[src/rtl/sym_fir_mac_sequencer.sv]
// ---------------------------------------------------------------------------
// SymFirMacSequencer
// Control sequencer for a folded odd-length symmetric FIR of length
// L = 2*N_COEFFS-1. Each accepted sample is written into a circular sample
// RAM of depth L. The sequencer then steps through the N_COEFFS tap pairs,
// driving the pre-adder read addresses, the coefficient index and the MAC
// strobes. It waits MAC_LAT cycles for the MAC pipeline to drain and then
// holds valid_out until the downstream consumer accepts the result.
//
// Optional feature macro: SYM_FIR_SEQ_FLUSH_EN
//   When defined, the sequencer spends L cycles after reset writing zeros to
//   every RAM location before it accepts the first sample.
// ---------------------------------------------------------------------------
module sym_fir_mac_sequencer #(
    parameter int N_COEFFS = 5,
    parameter int MAC_LAT  = 2,
    localparam int L  = 2 * N_COEFFS - 1,
    localparam int AW = $clog2(L),
    localparam int CW = ($clog2(N_COEFFS) > 1) ? $clog2(N_COEFFS) : 1
) (
    input  logic          clk,
    input  logic          rst,
    input  logic          valid_in,
    output logic          ready_in,
    output logic          wr_en,
    output logic [AW-1:0] wr_addr,
    output logic          wr_zero,
    output logic [AW-1:0] rd_addr_a,
    output logic [AW-1:0] rd_addr_b,
    output logic          center,
    output logic [CW-1:0] coeff_idx,
    output logic          mac_clr,
    output logic          mac_en,
    output logic          mac_last,
    output logic          valid_out,
    input  logic          ready_out,
    output logic          busy
);

    // The drain counter only needs to count to MAC_LAT-1; keep it at least
    // one bit wide so the MAC_LAT=0 build still elaborates cleanly.
    localparam int DW = (MAC_LAT > 1) ? $clog2(MAC_LAT) : 1;

    localparam logic [AW-1:0] ADDR_LAST  = AW'(L - 1);
    localparam logic [AW:0]   L_WIDE     = (AW + 1)'(L);
    localparam logic [CW-1:0] K_LAST     = CW'(N_COEFFS - 1);
    localparam logic [DW-1:0] DRAIN_LAST = (MAC_LAT > 0) ? DW'(MAC_LAT - 1) : '0;

    typedef enum logic [2:0] {
        IDLE,
        RUN,
        DRAIN,
        OUT
`ifdef SYM_FIR_SEQ_FLUSH_EN
        , INIT
`endif
    } state_t;

    state_t        state;
    logic [AW-1:0] wr_ptr;
    logic [AW-1:0] p;
    logic [CW-1:0] k;
    logic [CW-1:0] k_next;
    logic [DW-1:0] drain_cnt;
    logic          accept;

`ifdef SYM_FIR_SEQ_FLUSH_EN
    logic [AW-1:0] flush_cnt;
`endif

    // Newer sample of a tap pair: (base - off) mod L, evaluated in AW+1 bits
    // so that adding L back never overflows.
    function automatic logic [AW-1:0] addr_sub(input logic [AW-1:0] base,
                                               input logic [CW-1:0] off);
        logic [AW:0] b;
        logic [AW:0] o;
        logic [AW:0] s;
        b = {1'b0, base};
        o = (AW + 1)'(off);
        if (b >= o) begin
            s = b - o;
        end else begin
            s = b + L_WIDE - o;
        end
        return s[AW-1:0];
    endfunction

    // Older sample of a tap pair: (base + 1 + off) mod L; the sum is always
    // below 2*L, so a single conditional subtraction wraps it.
    function automatic logic [AW-1:0] addr_add(input logic [AW-1:0] base,
                                               input logic [CW-1:0] off);
        logic [AW:0] s;
        s = {1'b0, base} + (AW + 1)'(1) + (AW + 1)'(off);
        if (s >= L_WIDE) begin
            s = s - L_WIDE;
        end
        return s[AW-1:0];
    endfunction

    assign k_next   = k + 1'b1;
    assign ready_in = (state == IDLE);
    assign busy     = (state != IDLE);
    assign accept   = valid_in && (state == IDLE);

    // RAM write port: same-cycle write on accept, or the zero flush sweep.
    always_comb begin
        wr_en   = accept;
        wr_addr = wr_ptr;
        wr_zero = 1'b0;
`ifdef SYM_FIR_SEQ_FLUSH_EN
        if (state == INIT) begin
            wr_en   = 1'b1;
            wr_addr = flush_cnt;
            wr_zero = 1'b1;
        end
`endif
    end

    // Sequencer state machine; every read-side and MAC output is registered
    // and loaded one cycle ahead of the tap step it belongs to.
    always_ff @(posedge clk) begin
        if (rst) begin
`ifdef SYM_FIR_SEQ_FLUSH_EN
            state     <= INIT;
            flush_cnt <= '0;
`else
            state     <= IDLE;
`endif
            wr_ptr    <= '0;
            p         <= '0;
            k         <= '0;
            drain_cnt <= '0;
            rd_addr_a <= '0;
            rd_addr_b <= '0;
            coeff_idx <= '0;
            mac_clr   <= 1'b0;
            mac_en    <= 1'b0;
            mac_last  <= 1'b0;
            center    <= 1'b0;
            valid_out <= 1'b0;
        end else begin
            case (state)
`ifdef SYM_FIR_SEQ_FLUSH_EN
                INIT: begin
                    if (flush_cnt == ADDR_LAST) begin
                        flush_cnt <= '0;
                        wr_ptr    <= '0;
                        state     <= IDLE;
                    end else begin
                        flush_cnt <= flush_cnt + 1'b1;
                    end
                end
`endif
                IDLE: begin
                    if (valid_in) begin
                        p         <= wr_ptr;
                        wr_ptr    <= (wr_ptr == ADDR_LAST) ? '0 : wr_ptr + 1'b1;
                        k         <= '0;
                        rd_addr_a <= wr_ptr;
                        rd_addr_b <= addr_add(wr_ptr, '0);
                        coeff_idx <= '0;
                        mac_clr   <= 1'b1;
                        mac_en    <= 1'b1;
                        mac_last  <= (K_LAST == '0);
                        center    <= (K_LAST == '0);
                        state     <= RUN;
                    end
                end
                RUN: begin
                    if (k == K_LAST) begin
                        mac_clr   <= 1'b0;
                        mac_en    <= 1'b0;
                        mac_last  <= 1'b0;
                        center    <= 1'b0;
                        drain_cnt <= '0;
                        if (MAC_LAT == 0) begin
                            valid_out <= 1'b1;
                            state     <= OUT;
                        end else begin
                            state     <= DRAIN;
                        end
                    end else begin
                        k         <= k_next;
                        rd_addr_a <= addr_sub(p, k_next);
                        rd_addr_b <= addr_add(p, k_next);
                        coeff_idx <= k_next;
                        mac_clr   <= 1'b0;
                        mac_en    <= 1'b1;
                        mac_last  <= (k_next == K_LAST);
                        center    <= (k_next == K_LAST);
                    end
                end
                DRAIN: begin
                    if (drain_cnt == DRAIN_LAST) begin
                        valid_out <= 1'b1;
                        state     <= OUT;
                    end else begin
                        drain_cnt <= drain_cnt + 1'b1;
                    end
                end
                OUT: begin
                    if (ready_out) begin
                        valid_out <= 1'b0;
                        state     <= IDLE;
                    end
                end
                default: begin
                    state <= IDLE;
                end
            endcase
        end
    end

endmodule
[config.mk]
export PLATFORM = sky130hd
export DESIGN_NAME = sym_fir_mac_sequencer
export DESIGN_NICKNAME = d
export VERILOG_FILES = /design/src/rtl/sym_fir_mac_sequencer.sv
export SDC_FILE = /design/constraint.sdc
export NUM_CORES = 1
export LEC_CHECK = 0
export CORE_MARGIN = 5
export CORE_UTILIZATION = 42
export CTS_BUF_LIST = sky130_fd_sc_hd__clkbuf_16
export DETAILED_ROUTE_END_ITERATION = 16
export GPL_TIMING_DRIVEN = 0
export PLACE_DENSITY = 0.73
export SLEW_MARGIN = 20
export SYNTH_ARGS = -nofsm -noshare
export SYNTH_HDL_FRONTEND = slang
export SYNTH_SLANG_ARGS = --single-unit
[constraint.sdc]
create_clock -name clk -period 2.85 [get_ports clk]
set_clock_uncertainty 0.2 [all_clocks]
set_input_delay 0.57 -clock clk [delete_from_list [all_inputs] [get_ports clk]]
set_output_delay 0.57 -clock clk [all_outputs]
set_load 0.01 [all_outputs]
After elaboration in Yosys (flattened, before gate mapping) --
Index checks and enable logic that the tools add are counted.
Cells by class: add/subtract/negate cells 11, magnitude comparators 3, equality and inequality tests 11, mux-type cells 31, reduce and logical (&&, ||, !) cells 12
Operator list (count):
- 4-bit two-way mux | 8
- 3-bit two-way mux | 6
- 4-bit one-hot mux with 2 select lines | 2
- 3-bit one-hot mux with 4 select lines | 1
- 4-bit by 1-bit adder with 5-bit output (second input constant) | 2
- 5-bit by 4-bit >= comparator with 1-bit output (second input constant) | 2
- 2-bit != test (second input constant) | 5
- 1-bit one-hot mux with 2 select lines | 5
- 1-bit two-way mux | 8
- 4-bit by 3-bit subtractor with 4-bit output | 2
- 4-bit subtractor (second input constant) | 2
- 3-bit by 2-bit equality test with 1-bit output (second input constant) | 2
- 3-bit equality test (second input constant) | 2
- 3-bit one-hot mux with 2 select lines | 1
- 2-bit AND reduction | 3
- 3-bit AND reduction | 2
- 2-bit nonzero test | 3
- 5-bit by 3-bit adder with 5-bit output | 1
- 4-bit by 1-bit adder with 4-bit output (second input constant) | 1
- 4-bit adder (second input constant) | 1
- 4-bit equality test (second input constant) | 1
- 4-bit by 3-bit >= comparator with 1-bit output | 1
- 4-bit AND reduction | 1
- 3-bit by 1-bit adder with 3-bit output (second input constant) | 1
- 5 further kinds | 5
Storage, ports and cells: register bits after elaboration 27, input bits 4, output and inout port bits 24

Depth between registers and ports, before layout --
Gate-level depths: netlist of the first run.
depth after elaboration 6, gate-level depth with buffers 10, mapped depth without buffers 10

Worst setup path after synthesis of the first run --
No wires, ideal clock.
kind reg2reg, start point reg k[0], end point reg rd_addr_b[0], library setup time 79 ps, arrival time 2738 ps, data required time 2571 ps, path slack -167 ps, stages on the path, launching flop included 11, clock period less this slack 3017 ps, cells stage by stage dfxtp_1 inv_1 ha_1 inv_1 fa_1 ha_1 or3b_2 nor4_1 a21o_1 o2111ai_1 o211ai_1
Between the ends: word-level cells in the longest chain between the ends 6, elaborated cells on any way between the ends 10, those cells by class add/sub (3); order compare (1); eq/ne (2); mux (3); reduce/logical (1)
RTL lines:
- start, declared | RTL line 62 | logic [CW-1:0] k;
- start signal, assigned | RTL line 183 | k <= k_next;
- 3-bit by 1-bit adder with 3-bit output | RTL line 100 | assign k_next = k + 1'b1;
- 5-bit by 3-bit adder with 5-bit output | RTL line 93 | s = {1'b0, base} + (AW + 1)'(1) + (AW + 1)'(off);
- 4-bit subtractor or 5-bit by 4-bit >= comparator with 1-bit output (tied branches) | RTL line 95, 94
- 4-bit two-way mux | RTL line 94 | if (s >= L_WIDE) begin
- 4-bit two-way mux | RTL line 170 | if (k == K_LAST) begin
- 4-bit one-hot mux with 2 select lines | RTL line 142 | case (state)
- end signal, assigned | RTL line 160 | rd_addr_b <= addr_add(wr_ptr, '0);
- end signal, assigned | RTL line 185 | rd_addr_b <= addr_add(p, k_next);
- end, declared | RTL line 29 | output logic [AW-1:0] rd_addr_b,
Several ways; a longest one is shown, not always the timed one. The select of a mux whose other input is x is not followed. A chain may end at the register's enable or synchronous reset.

Final worst setup path of the first run --
start point reg k[0], end point reg rd_addr_b[1]
The elaborated chain is that of the path after synthesis.

==> results of run 1 <==
[synthesized netlist by cell type, types with 2 or more instances]
| library cell | instances | area, um2 |
|---|---|---|
| a21o_1 | 2 | 15.01 |
| nor2_1 | 23 | 86.33 |
| or2_1 | 2 | 12.51 |
| clkbuf_1 | 6 | 22.52 |
| buf_4 | 3 | 22.52 |
| xor2_1 | 3 | 26.28 |
| nor4_1 | 2 | 12.51 |
| ha_1 | 25 | 312.8 |
| a22oi_1 | 4 | 30.03 |
| o22ai_1 | 2 | 12.51 |
| nor3_1 | 6 | 30.03 |
| buf_2 | 8 | 40.04 |
| xnor2_1 | 4 | 35.03 |
| fa_1 | 3 | 60.06 |
| nand3_1 | 7 | 35.03 |
| o21ai_0 | 11 | 55.05 |
| mux2i_1 | 6 | 60.06 |
| o211ai_1 | 7 | 52.55 |
| nand2b_1 | 3 | 18.77 |
| a21oi_1 | 28 | 140.1 |
| a211oi_1 | 6 | 45.04 |
| and3_1 | 2 | 12.51 |
| o21a_1 | 3 | 22.52 |
| o21ai_1 | 2 | 10.01 |
| nand2_1 | 30 | 112.6 |
| nor3b_1 | 3 | 22.52 |
| nor2b_1 | 8 | 50.05 |
| dfxtp_1 | 26 | 520.5 |
| inv_1 | 23 | 86.33 |
| or3b_2 | 2 | 17.52 |
| a211o_1 | 4 | 35.03 |
[critical path, cell delays in order (launching register included)]
cell and delay (ps):
dfxtp_4 400, inv_4 50, ha_4 300, inv_4 50
fa_2 480, ha_2 180, or3b_4 410, nor3_2 160
a211o_1 170, nor3_1 50, a211oi_1 220
[final cells by class]
cell class	instances	area share, %
tap	70	3.129
clock inverter	1	1.073
sequential	26	18.78
multi-input combinational	219	57.44
clock buffer	3	2.682
timing repair buffer	28	9.745
buffer	19	3.576
inverter	25	3.576
[sequential cells by signal (all words and copies together), names as in the netlist]
signal / count
wr_addr: 4
valid_out: 1
mac_last: 1
rd_addr_b: 4
k: 3
rd_addr_a: 4
p: 4
state: 2
drain_cnt: 1
mac_en: 1
mac_clr: 1
[metal layers]
layer  up-vias  share of wire (%)  global-route usage (%)
met1      1024                 46                   20.83
met3         2                4.9                   3.168
met5         -                  0                       0
met2        41                 49                   26.24
li1       1062                  -                       -
met4         0               0.15                   2.229
[stage by stage]
step	area (um2)	setup slack, ps
final	2799	64.27
after floorplan	2262	-0.008216
after CTS	2739	3.026
after detailed placement	2600	-223.7
after global placement	2600	-175.6
after global routing	2799	-52.11
[what timing repair did]
item                       4_1_cts  5_1_grt
resized for setup                7       13
hold buffers                     0        0
setup endpoints to repair        5        6
pin swaps                        0        3
buffers inserted                 0        3
[power by group through the flow]
stage | clock network [uW] | logic, uW | registers, uW
after floorplan | 0 | 869 | 542
after CTS | 418 | 1340 | 519
after detailed placement | 0 | 1290 | 525
final | 415 | 1390 | 519
after global routing | 436 | 1550 | 533
after global placement | 0 | 1260 | 523
[kinds of logic after synthesis]
| family | Yosys count | synth area share [%] |
|---|---|---|
| other | 1 | 0.1671 |
| xor gates and xnor gates | 7 | 2.731 |
| DFF | 26 | 23.19 |
| buffers and inverters | 44 | 8.639 |
| muxes | 8 | 3.679 |
| adders and majority gates | 28 | 16.61 |
| AOI/OAI and AO/OA | 78 | 23.24 |
| and+or+nand+nor | 97 | 21.74 |
[worst max path at each step]
stage,depth (start not counted),from,slack (ps),to
CTS,5,state[0],3,wr_en
detailed placement,10,k[0],-220,rd_addr_b[1]
floorplan,9,k[0],-0.008,rd_addr_b[2]
global route,10,k[0],-50,rd_addr_b[1]
finish,10,k[0],60,rd_addr_b[1]
global placement,10,k[0],-180,rd_addr_b[1]
==> metrics, run 1 <==
internal power 1365 uW; FFs w/ async S/R, synth 0%; Hold Path End mac_en; die width 83.11 um; dpl cells roughly 380; Post-DP HPWL between 4000 and 5000 um; Layout fillers 513; Final Critical Period 2786 ps; CP max FO 7; Seq. cell area 525.5 um2; Tot Pwr ~2300 uW; Primary FF master, synth dfxtp_1; clock share of power 17.8%; Synth Cell Area between 2000 and 2500 um2; largest net degree at the start of global routing 16; sequential power share between 20 and 25%; Post-synth EDFFs 0; R2R setup slack ~64 ps; initial DRC count approximately 160; Multi-input gate area 1608 um2; worst slew pin tran about 610 ps; grt ovf 0; Finished Core Util 54.45%; num rows 26; Reg-to-Reg End rd_addr_b[1]; Slew Viols, Final 0; CP required 2820 ps; commonest non-fill, non-tap cell in the layout nand2_1; Non-Filler Instances between 300 and 400; final setup fails 0; #FFs+latches synth 26; drt wl/cell 13.94 um; Final TNS setup 0 ps; Num CTS Buffers 3; distinct cell type count after synthesis 56; share of cells above drive strength 1 14.95%; max cap viols 0; Rel. slew slack 59.11%; endpoints failing hold 0; antenna-violating nets left 0; DR pass1 iterations 5; RSZ-0062 raised after global routing true; Crit Reg-Reg Startpoint k[0]; Core ar. 5140 um2; Critical Path AT 2750 ps; Worst R2R Path Depth 10; vias in the first global route approximately 2000; Die ar. 6906 um2; Net Count, Synth 321; hold_sp mac_en; Avg Cell Area, Syn 7.767 um2; Worst-Skew Late Latency 260 ps; Leakage 0.001090 uW; antenna fix cells 0; Synth Warn # 0; num ports 28; IO buf count 25; Area growth, synth to finish 24.69%; Crit Path Class flop to flop; Crit. End Element flop; commonest non-fill, non-tap cells in the layout nand2_1, a21oi_1, clkdlybuf4s50_1; ratio of final minimum period to clock period 97.74%; Die H 83.11 um; TritonCTS Sinks 26; total routed wirelength ~5500 um; IR drop worst, VDD 492.8 uV; Sw Pwr about 960 uW; Net Sw Frac 41.33%; Gate Count Post-Synth approximately 290; Hold Path Class flop to flop; CP startpoint kind flop; overall routing resource usage 15.54%; WHS 263.5 ps; CTS root buf clkbuf_16; Placer Congestion 0.8109; Initial Utilization 43.67%; first-pass GRT wire length 9087 um; Max Freq 0.3590 GHz; htree depth 1; CTS Buffer Depth 2; Pwr Density 831.3 nW/um2; DRC viols 0; Comb power frac 59.8%; hold path cells 2; initial antenna violation count 0; via count 2129; CTS tree done; Seq/Total Area, Yosys roughly 23%; Clock transition at path regs 70 ps; Nets 354; Vias per Instance roughly 5.4; status completed
Note: power is estimated with default switching activity, not from simulation.
==> inputs of run 2 (changes only) <==
==> constraint.sdc (replaced) <==
create_clock -name clk -period 2.3 [get_ports clk]
set_clock_uncertainty 0.2 [all_clocks]
set_input_delay 0.46 -clock clk [delete_from_list [all_inputs] [get_ports clk]]
set_output_delay 0.46 -clock clk [all_outputs]
set_load 0.01 [all_outputs]
==> metrics, run 2 (synthesis gave the netlist of run 1 again) <==
Comb power frac 62.2%; Worst R2R Path Depth 9; failing checks negative setup slack; Worst-Skew Late Latency ~260 ps; CTS Buffer Depth 2; clock share of power roughly 17%; endpoints failing hold 0; hold path cells 2; R2R setup slack -400 ps; Crit Path Class flop to flop; Layout fillers 488; initial antenna violation count 0; Critical Path AT around 2700 ps; Hold Path End rd_addr_a[2]; Reg-to-Reg End rd_addr_a[2]; die width 83.11 um; Area growth, synth to finish 33.61%; num ports 28; num rows 26; pre-CTS setup slack -457.0 ps; commonest non-fill, non-tap cell in the layout nand2_1; CP required 2290 ps; overall routing resource usage 16.04%; Die ar. 6906 um2; CP dominant cell by count ha_4; design area 2999 um2; CTS tree done; Nets 359; worst slew pin tran 499.6 ps; Placer Congestion 0.8181; dpl cell area 2679 um2; Post-DP HPWL 4165 um; Crit path max-delay family adder cells; hold_sp rd_addr_a[2]; via count ~2100; ratio of final minimum period to clock period 117.4%; Max Freq about 0.37 GHz; Hold Path Class flop to flop; Clock transition at path regs 60 ps; Crit Reg-Reg Startpoint k[0]; Net Sw Frac between 40% and 50%; RSZ-0062 raised after global routing true; internal power 1774 uW; Slew Viols, Final 0; final setup fails 8; GR Layer Usage met3 2.772%; max cap viols 0; Final Critical Period around 2700 ps; final worst-path setup slack -399.2 ps; slowest stage delay, CP 420 ps; met2 usage 28.50%; sequential power share 21.1%; TritonCTS Sinks 26; largest net degree at the start of global routing 16; Rel. slew slack 65.83%; Die H slightly above 80 um; IO buf count 25; CTS root buf clkbuf_16; Crit. End Element flop; grt ovf 0; first-pass GRT wire length 9535 um; status finished, violations left; grt peak-use layer met2; Num CTS Buffers 3; Vias per Instance 5.356; htree depth 1; IR drop worst, VDD 711.6 uV; share of cells above drive strength 1 23.93%; Initial Utilization a little over two fifths; commonest non-fill, non-tap cells in the layout nand2_1, a21oi_1, clkdlybuf4s50_1; CP max FO 6; DR pass1 iterations 6; met1 Usage GRT 20.96%; crit path buf inv count 2; antenna fix cells 0; Leakage 0.001123 uW; drt wl/cell 14.38 um; total routed wirelength 5693 um; antenna-violating nets left 0; vias in the first global route 2093; initial DRC count about 110; Pwr Density 1013 nW/um2; crit path cell chain buf_4 > ha_4 > ha_4 > inv_4 > ha_4 > fa_2 > mux2_2 > a211o_1 > a21oi_1; CP startpoint kind flop; Critical-path top delay cell fa_2; Core ar. 5140 um2; Sw Pwr between 1000 and 1500 uW; DRC viols 0
==> run 2: cell count changes in the layout (fill, tap and decap cells not counted), sizes merged <==
cell and delta:
dlygate4sd2 +1, clkdlybuf4s50 -1, buf +3, clkbuf +2
==> run 2: through the flow <==
stage / power [uW] / hold WS (ps) / utilization, % / TNS, ps / std cells
2_1_floorplan: 1790 / 253.0 / - / -1089 / 289
3_3_place_gp: 2256 / 250.0 / 52.12 / -2355 / 384
3_5_place_dp: 2297 / 249.8 / 52.12 / -2563 / 384
4_1_cts: 2933 / 259.3 / 56.55 / -2246 / 394
5_1_grt: 3259 / 289.5 / 58.35 / -2625 / 396
6_report: 3038 / 259.3 / 58.35 / -1875 / 396
==> run 2: layer usage <==
layer	share of wire (%)	up-vias	wire, um
met1	46	1003	2624
met5	0	-	0
met2	50	39	2831
met3	3.7	4	209
met4	0.47	0	27
li1	-	1075	-
==> run 2: worst max path at each step <==
stage	start	to	cells past startpoint
after global placement	valid_in	wr_en	4
after detailed placement	k[0]	rd_addr_b[1]	10
after floorplan	k[0]	rd_addr_a[2]	10
after global routing	k[0]	rd_addr_b[1]	10
after CTS	k[0]	rd_addr_b[1]	10
final	k[0]	rd_addr_a[2]	9
==> run 2: worst register-to-register path: cells and delay by family, from the launching register on <==
kind / cells / cell delay (ps)
DFF: 1 / 350
adders and majority gates: 4 / 1170
muxes: 1 / 260
buffers and inverters: 2 / 220
AOI/OAI and AO/OA: 2 / 420
==> run 2: final cells by class <==
| cell class | instances | area [um2] | share of cell area [%] |
|---|---|---|---|
| Multi-Input combinational cell | 219 | 1759 | 58.66 |
| Sequential cell | 26 | 529.3 | 17.65 |
| Timing Repair Buffer | 34 | 316.6 | 10.55 |
| Inverter | 25 | 102.6 | 3.421 |
| Buffer | 18 | 98.84 | 3.296 |
| Tap cell | 70 | 87.58 | 2.920 |
| Clock buffer | 3 | 75.07 | 2.503 |
| Clock inverter | 1 | 30.03 | 1.001 |
==> run 2: power groups by stage <==
| stage | Clock, uW | Sequential, uW | Combinational (uW) |
|---|---|---|---|
| after floorplan | 0 | 675 | 1110 |
| after global placement | 0 | 652 | 1600 |
| after detailed placement | 0 | 655 | 1640 |
| after CTS | 516 | 640 | 1780 |
| after global routing | 531 | 659 | 2070 |
| final | 505 | 641 | 1890 |
==> run 2: what timing repair did <==
action / CTS / global route
gates resized for setup: 19 / 21
pin swaps: 14 / 15
hold buffers: 0 / 0
setup endpoints to repair: 10 / 10
buffers inserted: 6 / 3
